## src/rtl/mod_n_counter_pkg.sv

```systemverilog
// Shared constants and helpers for the modulo-N counter family.
// Callers size WIDTH from MODULUS with clog2 and select direction/mode with these names.
package mod_n_counter_pkg;

    localparam logic DIR_UP   = 1'b1;
    localparam logic DIR_DOWN = 1'b0;

    localparam int MODE_WRAP = 0;
    localparam int MODE_STOP = 1;

    // Smallest n with 2**n >= value; returns 1 for value <= 2 so a counter is never 0 bits wide.
    function automatic int clog2(input int value);
        int result;
        result = 1;
        for (int i = 1; i < 31; i++) begin
            if ((32'sd1 <<< i) < value) begin
                result = i + 1;
            end
        end
        return result;
    endfunction

endpackage

```

## src/rtl/mod_n_counter.sv

```systemverilog
// Synchronous modulo-N up/down counter with parallel load, wrap/stop mode,
// 74x161-style cascade carry (CO) and a registered wrap pulse (WRP).
module mod_n_counter
    import mod_n_counter_pkg::*;
#(
    parameter int WIDTH     = 4,
    parameter int MODULUS   = 16,
    parameter int STOP_MODE = MODE_WRAP,
    parameter int RST_VAL   = 0
) (
    input  logic             CP,
    input  logic             CR,
    input  logic             Ld,
    input  logic [WIDTH-1:0] D,
    input  logic             CTT,
    input  logic             CTP,
    input  logic             UD,
    output logic [WIDTH-1:0] Q,
    output logic             CO,
    output logic             WRP
);

    generate
        if (WIDTH < 1 || WIDTH > 16 || MODULUS < 2 || MODULUS > (1 << WIDTH) ||
            RST_VAL < 0 || RST_VAL >= MODULUS ||
            (STOP_MODE != MODE_WRAP && STOP_MODE != MODE_STOP)) begin : g_bad_params
            $error("mod_n_counter: illegal WIDTH/MODULUS/STOP_MODE/RST_VAL combination");
        end
    endgenerate

    // One extra bit so MODULUS == 2**WIDTH is representable for the load clamp.
    localparam logic [WIDTH:0]   MOD_EXT = (WIDTH+1)'(MODULUS);
    localparam logic [WIDTH:0]   TOP_EXT = (WIDTH+1)'(MODULUS - 1);
    localparam logic [WIDTH-1:0] TOP_Q   = TOP_EXT[WIDTH-1:0];
    localparam logic [WIDTH-1:0] RST_Q   = WIDTH'(RST_VAL);

    logic [WIDTH:0]   q_ext;
    logic [WIDTH:0]   d_ext;
    logic             tc;
    logic             count_en;
    logic [WIDTH-1:0] q_nxt;
    logic             wrp_nxt;

    assign q_ext    = {1'b0, Q};
    assign d_ext    = {1'b0, D};
    assign count_en = CTT & CTP;
    assign tc       = (UD == DIR_DOWN) ? (q_ext == '0) : (q_ext == TOP_EXT);

    // Carry is deliberately not qualified by CTP, CR or Ld so a cascade settles in one cycle.
    assign CO = CTT & tc;

    always_comb begin
        // NOTE: every output of this block gets a default first, so no path can infer a latch.
        q_nxt   = Q;
        wrp_nxt = 1'b0;
        if (Ld) begin
            q_nxt = (d_ext < MOD_EXT) ? D : TOP_Q;
        end else if (count_en) begin
            wrp_nxt = tc;
            if (tc) begin
                if (STOP_MODE == MODE_WRAP) begin
                    q_nxt = (UD == DIR_UP) ? '0 : TOP_Q;
                end
            end else if (UD == DIR_UP) begin
                q_nxt = WIDTH'(q_ext + 1'b1);
            end else begin
                q_nxt = WIDTH'(q_ext - 1'b1);
            end
        end
    end

    always_ff @(posedge CP) begin
        // NOTE: state registers use non-blocking assignments so all flops update from pre-edge values.
        if (CR) begin
            Q   <= RST_Q;
            WRP <= 1'b0;
        end else begin
            Q   <= q_nxt;
            WRP <= wrp_nxt;
        end
    end

endmodule

```

## config.mk

```make
export PLATFORM = sky130hd
export DESIGN_NAME = mod_n_counter
export DESIGN_NICKNAME = d
export VERILOG_FILES = /design/src/rtl/mod_n_counter_pkg.sv /design/src/rtl/mod_n_counter.sv
export SDC_FILE = /design/constraint.sdc
export NUM_CORES = 1
export LEC_CHECK = 0
export ABC_AREA = 1
export CAP_MARGIN = 20
export CORE_AREA = 5 5 42 44
export CTS_CLUSTER_DIAMETER = 200
export DETAILED_ROUTE_END_ITERATION = 7
export DIE_AREA = 0 0 47 49
export HOLD_SLACK_MARGIN = 0.08
export MAX_ROUTING_LAYER = met4
export SLEW_MARGIN = 20
export SYNTH_ARGS = -nofsm -noshare
export SYNTH_HDL_FRONTEND = slang
export SYNTH_SLANG_ARGS = --single-unit
export TNS_END_PERCENT = 30
```

## constraint.sdc

```tcl
create_clock -name CP -period 2.8 [get_ports CP]
set_clock_uncertainty 0.1 [all_clocks]
set_input_delay 0.56 -clock CP [delete_from_list [all_inputs] [get_ports CP]]
set_output_delay 0.56 -clock CP [all_outputs]
set_load 0.02 [all_outputs]
```

==> impl.org <==
** Job
- MaxCap Viol Count :: 0

** Layout
- Non-Filler Instances :: 91
- Number of antenna repair diodes :: 0
- For this run, the share of the core covered by cells in the final layout is 0.418.
- At the end of the flow, the number of nets in the layout was 89.
- After routing the design area is 586 µm².
- Layout cells sized above 1 :: 0.147
- The area growth from synthesis to layout is 52.9%.

** Clocking
- In this run the number of H-tree levels came out at 1.
- TritonCTS built the clock tree.
- Cell at the root of the clock tree :: clkbuf_4
- Clock latency on the worst-skew pair, taken at its later pin, is 250 ps.
- The clock drives 5 sinks.
- CTS clock-pin slew for the worst setup and hold paths :: 40 ps
- Post-CTS Setup Bufs :: 0
- Counting the buffers created by CTS gives 3.
- The clock passes through at most 2 buffers.

** Yosys
- Syn Nets :: 68
- Largest area contributor in the synthesized netlist :: dfxtp_1
- During synthesis, Yosys emitted a total of 0 warnings.
- Dominant synthesized flop cell :: dfxtp_1
- Fraction of post-synthesis cell area in the top cell type by area :: 0.261
- Most common library cells after synthesis :: nand2_1 (15), inv_1 (8), dfxtp_1 (5)
- Most used standard cell by instance count after synthesis :: nand2_1
- Largest cells by area after synthesis :: dfxtp_1 (26%), nand2_1 (15%), inv_1 (7.8%)
- Number of standard cells after synthesis :: 55
- Dividing the synthesized area by the synthesized cell count gives 6.96 µm².
- Yosys mapped a number of flops with a built-in enable equal to 0.
- After synthesis the cells add up to 383 µm².
- Synth async-reset ratio :: 0
- Counting flops and latches in the post-synthesis netlist gives 5.
- Share of synthesized area occupied by flip-flops and latches :: 0.261
- In this run, distinct cell masters in the synthesized netlist total 20.

** Place
- After legalization and detailed placement, the total HPWL measured 762 µm.
- Routability congestion estimate :: 0.743
- Worst setup slack before clock tree synthesis :: -5.74 ps
- In this run the cell area measured after placement is 561 µm².
- Post-Place Cells :: 87
- The count of buffers added on input and output ports is 15.

** Drt
- Number of vias per cell after detailed routing :: 4.51
- For this block, the via count after detailed routing is 410.
- For this run, the detailed router's first-pass iteration total came to 2.
- First-iteration detailed-routing DRC count :: 2
- After detailed routing, the average wire length per cell comes to 10.4 µm.
- Final wirelength :: 945 µm
- Antenna Violating Nets Remaining :: 0
- Residual DRC count :: 0

** Timing
- Summed negative setup slack over all endpoints :: 0 ps
- Of the available clock period, the critical path in the final layout requires 0.899.
- Setup repair after global routing left no endpoint under its margin.
- Rel. slew slack :: 0.813
- Min cycle time layout :: 2520 ps
- The tightest hold path in the finished design has a slack of 432 ps.
- Setup violations, final :: 0
- The max-slew violation count is 0.
- Total count of hold-check failures in the final report :: 0
- Derived from the worst setup path, the maximum achievable clock frequency is 0.397 GHz.
- For the pin with the worst max-slew slack, the measured transition is 280 ps.
- Setup slack closes at 283 ps.

** Floorplan
- In this run the count of I/O pins placed on the die edge is 16.
- Chip Height :: 49 µm
- For this configuration, the core starts out at a cell density of 0.273.
- Die extent in x :: 47 µm
- The floorplan step defined a die boundary enclosing 0.00230 mm².
- Site row count :: 14
- Area of the core region :: 0.00140 mm²

** Worst hold path
- The tightest min-delay check is of the flop to flop type.
- Hold path startpoint :: Q[3]
- The path with the worst hold slack has its endpoint at Q[3].
- Counting instances, the worst hold path has a depth of 2.

** GRT
- GRT Overall Usage :: 0.0967
- The first global-routing pass estimated 1.54 mm of wire.
- Global routing finished with a remaining overflow of 0.
- Number of antenna violations at the first check in global routing :: 0
- Maximum number of pins on one net before global-route repair :: 8
- The via count of the first global-routing pass came to 382.

** Run status
- The run finished with clean final reports.

** Critical path
- FF-to-FF setup slack :: 1310 ps
- Sort of element at the end of the critical path :: output pin
- Crit Path Max Fanout :: 3
- Register-to-Register Path Depth :: 8
- Data arrives at the worst endpoint at 1860 ps.
- Critical Path RT :: 2140 ps
- The setup path with the least slack is of type input port to output pin.
- Critical path launch point type :: input port
- The worst register-to-register path begins at Q[2].
- Worst reg2reg endpoint :: Q[3]

** Pwr
- Total power density per cell area :: 440 mW/mm²
- Static Leakage :: 0.288 nW
- Power comes to 258 µW.
- The worst-case IR drop observed on VDD is 0.000167 V.
## report_power, final
part / internal [mW] / leakage [nW] / total [mW] / switching, mW
clock: 0.0540 / 0.0150 / 0.0852 / 0.0312
sequential: 0.0773 / 0.0414 / 0.0872 / 0.00986
combinational: 0.0431 / 0.232 / 0.0856 / 0.0424
total: 0.174 / 0.288 / 0.258 / 0.0835
## cell usage in the layout, fill, tap and decap left out, drive strengths merged, types with 2 or more instances in the layout
master / netlist / final
nand3: 2 / 2
o21ai: 3 / 3
nor2: 3 / 3
clkdlybuf4s50: 0 / 14
a21oi: 4 / 4
dfxtp: 5 / 5
nand2: 16 / 16
inv: 10 / 10
ha: 2 / 2
o221ai: 2 / 2
clkbuf: 0 / 4
## registers in the layout, summed over array words and instances, names as in the netlist
name  cells
Q         4
WRP       1
## worst max-delay path by stage
stage               from  end  slack (ps)
floorplan             UD   CO         910
CTS                   UD   CO         270
global placement      UD   CO          20
finish                UD   CO         280
global route          UD   CO         160
detailed placement    UD   CO          -6
## logic make-up (layout without fill, tap and decap cells)
group,Yosys count,after routing,share of synthesized area
buf+inv,10,30,0.0980
simple gates,26,26,0.337
compound gates,10,10,0.163
fa+ha+maj,3,3,0.118
flops,5,5,0.261
xor+xnor,1,1,0.0229
## critical path, stage by stage
cell             delay [ps]
clkdlybuf4s50_1         500
nand2_1                  80
inv_1                    70
nand4_2                  70
and2_4                  160
nor2_1                   70
dlygate4sd2_1           340
## routing by layer
metal,track usage,share of wire,up-vias,routed length [µm]
met3,0.0443,0.043,2,41
li1,-,-,219,-
met1,0.116,0.47,182,440
met2,0.129,0.48,7,453
met5,-,0,-,0
met4,0.0553,0.011,0,10
## layout make-up
type | instances | area (µm²)
Tap cell | 16 | 20.0
Timing Repair Buffer | 16 | 156
Sequential cell | 5 | 100
Multi-Input combinational cell | 40 | 245
Fill cell | 149 | 816
Clock buffer | 4 | 26.3
Inverter | 10 | 37.5
## timing repair
action,in CTS,in global routing
gates resized for setup,1,0
hold buffers,0,0
endpoints found under the hold margin,0,0
endpoints found under the setup margin,1,0
(Power assumes the default switching activity.)
